### src/rtl/cnn_layer_accel_result_packer.sv
// Result packer: gathers 16-bit quad results into 128-bit lane words and queues them for write-back.
// Latency: a completed word is visible on pack_valid one clk_core edge after its final lane is accepted.
// Backpressure: result_accept drops while the word FIFO is full; pack outputs hold while !pack_ready.
// Optional build: define CNN_LAYER_ACCEL_RESULT_PACKER_RELU_EN to clamp negative results to zero before packing.
module cnn_layer_accel_result_packer #(
  parameter int C_NUM_LANES  = 8,
  parameter int C_FIFO_DEPTH = 16,
  parameter int C_CNT_WIDTH  = 32
) (
  input  logic                       clk_core,
  input  logic                       rst,
  input  logic                       job_start,
  input  logic [C_CNT_WIDTH-1:0]     num_results,
  output logic                       busy,
  output logic                       job_done,
  input  logic                       result_valid,
  output logic                       result_accept,
  input  logic [15:0]                result_data,
  output logic                       pack_valid,
  input  logic                       pack_ready,
  output logic [C_NUM_LANES*16-1:0]  pack_data,
  output logic [C_NUM_LANES-1:0]     pack_keep,
  output logic                       pack_last
);

  localparam int W  = C_NUM_LANES * 16;
  localparam int LW = $clog2(C_NUM_LANES);
  localparam int AW = $clog2(C_FIFO_DEPTH);
  localparam int EW = W + C_NUM_LANES + 1;
  localparam logic [AW:0]          FULL_CNT  = (AW+1)'(C_FIFO_DEPTH);
  localparam logic [AW:0]          CNT_ONE   = (AW+1)'(1);
  localparam logic [LW-1:0]        LANE_MAX  = LW'(C_NUM_LANES - 1);
  localparam logic [LW-1:0]        LANE_ONE  = LW'(1);
  localparam logic [AW-1:0]        PTR_ONE   = AW'(1);
  localparam logic [C_CNT_WIDTH-1:0] REM_ONE = C_CNT_WIDTH'(1);

  typedef enum logic [1:0] {S_IDLE, S_PACK, S_DRAIN} state_t;

  state_t                  state;
  state_t                  state_nxt;
  logic                    job_done_nxt;
  logic [LW-1:0]           lane;
  logic [W-1:0]            asm_word;
  logic [C_CNT_WIDTH-1:0]  remaining;

  logic [EW-1:0]           mem [C_FIFO_DEPTH];
  logic [AW-1:0]           wr_ptr;
  logic [AW-1:0]           rd_ptr;
  logic [AW:0]             count;

  logic                    fifo_full;
  logic                    fifo_empty;
  logic                    rx;
  logic                    final_res;
  logic                    push;
  logic                    pop;
  logic [15:0]             res_val;
  logic [W-1:0]            word;
  logic [C_NUM_LANES-1:0]  keep;

  // Full is judged from the registered count only, so a full FIFO never takes a word even if it pops this cycle.
  assign fifo_full     = (count == FULL_CNT);
  assign fifo_empty    = (count == '0);
  assign result_accept = (state == S_PACK) && !fifo_full;
  assign rx            = result_valid && result_accept;
  assign final_res     = (remaining == REM_ONE);
  assign push          = rx && ((lane == LANE_MAX) || final_res);
  assign pop           = pack_valid && pack_ready;
  assign busy          = (state != S_IDLE);

`ifdef CNN_LAYER_ACCEL_RESULT_PACKER_RELU_EN
  assign res_val = result_data[15] ? 16'h0000 : result_data;
`else
  assign res_val = result_data;
`endif

  // Merge the incoming result into the partial word; lanes above the current one are still zero.
  always_comb begin
    word = asm_word;
    word[lane*16 +: 16] = res_val;
    keep = {C_NUM_LANES{1'b1}} >> (LANE_MAX - lane);
  end

  // Next-state and job_done decode.
  always_comb begin
    state_nxt    = state;
    job_done_nxt = 1'b0;
    case (state)
      S_IDLE: begin
        if (job_start) begin
          if (num_results == '0) job_done_nxt = 1'b1;
          else                   state_nxt    = S_PACK;
        end
      end
      S_PACK: begin
        if (rx && final_res) state_nxt = S_DRAIN;
      end
      S_DRAIN: begin
        // The last word is the last entry in the FIFO, so its pop is the job's final transfer.
        if (fifo_empty || (pop && count == CNT_ONE)) begin
          job_done_nxt = 1'b1;
          state_nxt    = S_IDLE;
        end
      end
      default: state_nxt = S_IDLE;
    endcase
  end

  // State register and registered completion pulse.
  always_ff @(posedge clk_core or posedge rst) begin
    if (rst) begin
      state    <= S_IDLE;
      job_done <= 1'b0;
    end else begin
      state    <= state_nxt;
      job_done <= job_done_nxt;
    end
  end

  // Lane assembly and remaining-result counter.
  always_ff @(posedge clk_core or posedge rst) begin
    if (rst) begin
      lane      <= '0;
      asm_word  <= '0;
      remaining <= '0;
    end else if (state == S_IDLE) begin
      if (job_start && num_results != '0) begin
        remaining <= num_results;
        lane      <= '0;
        asm_word  <= '0;
      end
    end else if (rx) begin
      remaining <= remaining - REM_ONE;
      if (push) begin
        lane     <= '0;
        asm_word <= '0;
      end else begin
        lane     <= lane + LANE_ONE;
        asm_word <= word;
      end
    end
  end

  // FIFO pointers and occupancy; simultaneous push and pop leave the count unchanged.
  always_ff @(posedge clk_core or posedge rst) begin
    if (rst) begin
      wr_ptr <= '0;
      rd_ptr <= '0;
      count  <= '0;
    end else begin
      if (push) wr_ptr <= wr_ptr + PTR_ONE;
      if (pop)  rd_ptr <= rd_ptr + PTR_ONE;
      case ({push, pop})
        2'b10:   count <= count + CNT_ONE;
        2'b01:   count <= count - CNT_ONE;
        default: count <= count;
      endcase
    end
  end

  // FIFO storage: {last, keep, data} per entry.
  always_ff @(posedge clk_core) begin
    if (push) mem[wr_ptr] <= {final_res, keep, word};
  end

  // Head entry drives the output; gated to zero while empty so idle/reset outputs read as zero.
  always_comb begin
    pack_valid = !fifo_empty;
    {pack_last, pack_keep, pack_data} = pack_valid ? mem[rd_ptr] : '0;
  end

endmodule
### config.mk
export PLATFORM = sky130hd
export DESIGN_NAME = cnn_layer_accel_result_packer
export DESIGN_NICKNAME = d
export VERILOG_FILES = /design/src/rtl/cnn_layer_accel_result_packer.sv
export SDC_FILE = /design/constraint.sdc
export NUM_CORES = 2
export LEC_CHECK = 0
export BUFFER_PORTS_ARGS = -buffer_cell sky130_fd_sc_hd__buf_2
export CAP_MARGIN = 10
export CELL_PAD_IN_SITES_DETAIL_PLACEMENT = 1
export CELL_PAD_IN_SITES_GLOBAL_PLACEMENT = 1
export CORE_UTILIZATION = 50
export CTS_BUF_LIST = sky130_fd_sc_hd__clkbuf_4
export CTS_CLUSTER_SIZE = 14
export DETAILED_ROUTE_END_ITERATION = 6
export PLACE_DENSITY = 0.81
export SLEW_MARGIN = 20
export SYNTH_ARGS = -nofsm -noshare
export SYNTH_HDL_FRONTEND = slang
export SYNTH_SLANG_ARGS = --single-unit
### constraint.sdc
create_clock -name clk_core -period 14.15 [get_ports clk_core]
set_input_delay 2.83 -clock clk_core [delete_from_list [all_inputs] [get_ports clk_core]]
set_output_delay 2.83 -clock clk_core [all_outputs]
set_load 0.05 [all_outputs]
# Word level (Yosys, flattened, before mapping)

Memories as Yosys holds them, arrays and structs flattened.
Cells that the tools add are included.

Word-level logic and storage cells: 78
Output and inout port bits: 141
Register bits: 179
Input bits: 53
RAM bits: 2192
Memories: 1

Memories:

| name | words | bits a word | read ports | clocked after memory_dff | wr ports | RTL line | source |
|---|---|---|---|---|---|---|---|
| mem  | 16    | 137         | 1          | 0                        | 1        | 46       | `logic [EW-1:0] mem [C_FIFO_DEPTH];` |

Reduce and logical (&&, ||, !) cells: 20
$add $sub $neg: 8
Mux-type cells: 25
Eq/ne operators: 13
Shifts and indexed selects: 3

Operator list:

| cell                                                     | number |
|---|---|
| 2-to-1 mux 128 bit                                       | 4 |
| 2-to-1 mux 137 bit                                       | 1 |
| bitwise mux 128 bit                                      | 1 |
| variable shift 16 x 34 -> 128 bit (first input constant) | 1 |
| indexed part select 16 x 34 -> 128 bit                   | 1 |
| 2-to-1 mux 32 bit                                        | 3 |
| negation 7 -> 34 bit                                     | 1 |
| == test 32 x 1 -> 1 bit (second input constant)          | 1 |
| zero test 32 bit                                         | 1 |
| nonzero test 32 bit                                      | 1 |
| subtractor 32 x 1 -> 32 bit (second input constant)      | 1 |
| 2-to-1 mux 3 bit                                         | 4 |
| case mux 5 bit (2 select lines)                          | 1 |
| adder 4 x 1 -> 4 bit (second input constant)             | 2 |
| 2-to-1 mux 2 bit                                         | 4 |
| >> shifter 8 x 3 -> 8 bit (first input constant)         | 1 |
| logical AND 1 bit                                        | 7 |
| inequality test 2 bit (second input constant)            | 3 |
| case mux 2 bit (3 select lines)                          | 1 |
| nonzero test 2 bit                                       | 3 |
| adder 5 x 1 -> 5 bit (second input constant)             | 1 |
| == test 5 x 1 -> 1 bit (second input constant)           | 1 |
| == test 5 bit (second input constant)                    | 1 |
| zero test 5 bit                                          | 1 |
| other kinds (14)                                         | 23 |

# Depth between registers and ports, before layout

Word-level depth: 8
Mapped depth: 11

# Worst setup path before layout

Ideal clock, no wire load.

Path kind: input port to flip-flop
From: input result_valid
To: memory mem[3][0] in the netlist's numbering, enable pin
Stages on the path: 5
Path slack: 0.279 ns
Required time: 13.353 ns
Data arrival time: 13.074 ns
Buffers on the path: 1
Cell sequence: inv_1 a311oi_4 clkbuf_1 nand3_1 nor3_1

Cells in the longest elaborated chain, start to end: 4

Ends and longest elaborated chain:

| item                                   | RTL line | source |
|---|---|---|
| from (decl)                            | 16       | `input logic result_valid,` |
| logical AND 1 bit                      | 65       | `assign rx = result_valid && result_accept;` |
| logical AND 1 bit                      | 67       | `assign push = rx && ((lane == LANE_MAX) \|\| final_res);` |
| 2-to-1 mux 1 bit                       | 163      | `if (push) mem[wr_ptr] <= {final_res, keep, word};` |
| 2-to-1 mux 1 bit (not written as such) | 163      |  |
| to (decl)                              | 46       |  |

Every way passes these cells.

# Final worst setup path

From: register rd_ptr[1]
To: output pack_data[106]

Cells in the longest elaborated chain, start to end: 2

Ends and longest elaborated chain:

| item                   | RTL line | source |
|---|---|---|
| from (decl)            | 48       | `logic [AW-1:0] rd_ptr;` |
| from (signal assigned) | 152      | `if (pop) rd_ptr <= rd_ptr + PTR_ONE;` |
| memory (16 x 137 bit)  | --       |  |
| 2-to-1 mux 137 bit     | 169      | `{pack_last, pack_keep, pack_data} = pack_valid ? mem[rd_ptr] : '0;` |
| to (decl)              | 21       | `output logic [C_NUM_LANES*16-1:0] pack_data,` |

Every way passes these cells.

==> results.json <==
{
  "grtUsageMet1": 0.353,
  "min_to": "asm_word[37]",
  "insertion_delay_ns": 1.38,
  "synth_top_flop_cell": "edfxtp_1",
  "grt_max_degree": 150,
  "hold_depth": 1,
  "first_iter_violations": 5694,
  "design.die.area_um2": 185000,
  "grt_usage": 0.268,
  "switching_share": 0.355,
  "synth-adder-area-share": 0.00259,
  "synth_top_area_frac": 0.711,
  "hold_start": "asm_word[37]",
  "grt_pass1_vias": 51400,
  "synth_top_family_by_area": "multiplexers",
  "rr_worst_depth": 8,
  "cts_buffers": 601,
  "max_cap_violations": 0,
  "synth_mux_area_frac": 0.183,
  "syn_nets": 4106,
  "area_growth_pct": 12.7,
  "min_path_type": "register to register",
  "ctsHoldBuffers": 0,
  "tightest_slew_ns": 1.18,
  "rows": 156,
  "p_int_mw": 14.8,
  "fillCellCount": 15600,
  "crit_arrival_ns": 5.73,
  "cts_resized": 0,
  "place_hpwl_um": 118000,
  "synth.area.top_cells": "edfxtp_1 (71%), mux4_2 (17%), dfrtp_1 (4.9%), mux2_2 (1.6%), a22o_1 (1.2%)",
  "drt_pass1_iterations": 5,
  "power_density_nw_per_um2": 221,
  "drc": 0,
  "post-cts-setup-buffers": 0,
  "io_buffers": 193,
  "drtAntennaViolNets": 0,
  "combinationalPowerShare": 0.345,
  "grtUsageMet2": 0.435,
  "finalMaxSlewViolations": 0,
  "netlist_area_um2": 91800,
  "clockBufferDepth": 4,
  "vias": 47300,
  "async_flop_share": 0.0760,
  "finalSetupViolCount": 0,
  "yosysSeqAreaShare": 0.760,
  "startpoint_type": "register",
  "p_leak_nw": 34.9,
  "drive_gt1_frac": 0.404,
  "max_slew_margin": 0.212,
  "peakVddDrop_v": 0.000189,
  "cp-end-kind": "primary output",
  "cts_htree_levels": 6,
  "finalHoldViolCount": 0,
  "synth_edf_count": 2176,
  "hold_ws_ns": 0.504,
  "yosysWarningCount": 0,
  "p_seq_frac": 0.400,
  "io_pins": 194,
  "start_util": 0.506,
  "path_max_fanout": 149,
  "criticalPathCategory": "register to primary output",
  "rsz0062_at_grt": "false",
  "clk_pin_slew_ns": 0.06,
  "die_h_um": 431,
  "synth_simple_gate_area_share": 0.0199,
  "finalSetupTns_ns": 0,
  "ctsRootBufferMaster": "clkbuf_4",
  "synth_seq_cells": 2355,
  "core_area_um2": 182000,
  "antenna_found_initial": 14,
  "cts_sinks": 2355,
  "outcome": "completed",
  "seq_area_um2": 69800,
  "nets": 4742,
  "avgSynthCellArea_um2": 22.8,
  "fmax_mhz": 117,
  "post-route-period-util": 0.605,
  "grt_pass1_wl_um": 355000,
  "switchingPower_mw": 8.13,
  "clkPwrFrac": 0.255,
  "wl_um": 246000,
  "grt_use_met3": 0.0614,
  "r2r-start": "remaining[0]",
  "fin_crit_ns": 8.56,
  "final_cell_mix": "edfxtp_1 (2176), clkbuf_4 (904), mux4_2 (680)",
  "synthXorXnorAreaFrac": 0.00105,
  "grt_overflow_total": 0,
  "yosys.area.top_type": "edfxtp_1",
  "cts_tree": "done",
  "vias_per_cell": 6.29,
  "grt.busiest_layer": "met2",
  "synth_compound_area_frac": 0.0224,
  "clock_skew_ns": 0.100,
  "multiInputGateArea_um2": 21200,
  "die_x_um": 431,
  "avgRoutedWirePerCell_um": 32.8,
  "syn-instance-count": 4034,
  "synth_cell_types": 61,
  "r2r_setup_slack_ns": 8.41,
  "critPathRequiredTime_ns": 11.32,
  "final_common_cell": "edfxtp_1",
  "crit_path_start": "rd_ptr[1]",
  "place.gp.congestion": 0.756,
  "rr_endpoint": "mem[11][65]"
}
-- flip-flops by register name, summed over array words and instances (netlist names) --
signal and count:
job_done 1, wr_ptr 4, state 2, asm_word 128, lane 3, mem 2176
remaining 32, count 5, rd_ptr 4
-- metal layers --
metal,part of all wire,vias up
met5,0.00022,-
li1,-,18800
met4,0.033,8
met2,0.50,2803
met1,0.37,25300
met3,0.095,437
-- kinds of logic after synthesis --
group                      after synthesis
DFF                                   2355
muxes                                  810
and+or+nand+nor                        322
buffers and inverters                  265
AOI/OAI and AO/OA                      252
adders and majority gates               19
xor gates and xnor gates                11
-- power by group through the flow --
stage / Clock [mW] / Combinational, mW / Sequential [mW]
floorplan: 0 / 5.87 / 9.07
global placement: 0 / 7.65 / 9.25
detailed placement: 0 / 7.89 / 9.28
CTS: 5.95 / 7.94 / 9.14
global route: 6.24 / 8.27 / 9.18
finish: 5.84 / 7.91 / 9.14
-- through the flow --
stage | area, um^2 | power (mW) | std cells | setup WS (ns) | utilization
6_report | 104000 | 22.9 | 7513 | 5.59 | 0.570
4_1_cts | 103000 | 23.0 | 7499 | 5.31 | 0.570
2_1_floorplan | 91800 | 14.9 | 4034 | 0.279 | -
3_3_place_gp | 95800 | 16.9 | 6434 | 6.89 | 0.528
3_5_place_dp | 95900 | 17.2 | 6435 | 6.85 | 0.528
5_1_grt | 104000 | 23.7 | 7506 | 5.24 | 0.570
-- synth_stat cells (4+ instances only) --
cell	count
nand2b_1	5
dfrtp_1	179
clkbuf_1	180
nor2_1	72
and2_1	139
xnor2_1	7
mux4_2	680
buf_1	45
edfxtp_1	2176
buf_2	20
a31oi_1	20
ha_1	19
a22o_1	130
o211ai_1	4
a22oi_1	6
or3_1	6
mux2_2	129
o21ai_0	11
nand3_1	14
and4_1	4
inv_1	19
nor3_1	19
a41oi_1	7
o22a_1	22
a21oi_1	27
xor2_1	4
nor4_1	15
or4_1	5
nand4_1	7
nand2_1	18
-- worst max-delay path by stage --
stage,to,slack [ns],cells after the start
6_report,pack_data[106],5.59,6
5_1_grt,pack_data[49],5.24,7
4_1_cts,pack_data[106],5.31,6
3_5_place_dp,pack_keep[3],6.85,6
3_3_place_gp,pack_data[50],6.89,6
2_1_floorplan,mem[3][0],0.28,5
-- critical path: stages (launching register included) --
cell and delay (ns):
dfrtp_4 0.93, buf_12 0.66, buf_4 0.91, mux4_2 0.44, mux4_2 0.56, and2_1 0.25
buf_2 0.23
-- final cells by class --
type,count,share of cell area
flip-flops and latches,2355,0.675
multi-input cells,1414,0.204
clock buffers,904,0.0656
well taps,2370,0.0286
repair buffers,279,0.0181
clock inverters,160,0.00759
inverters,19,0.000761
diodes,12,0.000290
No activity file was read; power rests on OpenSTA's default activity.
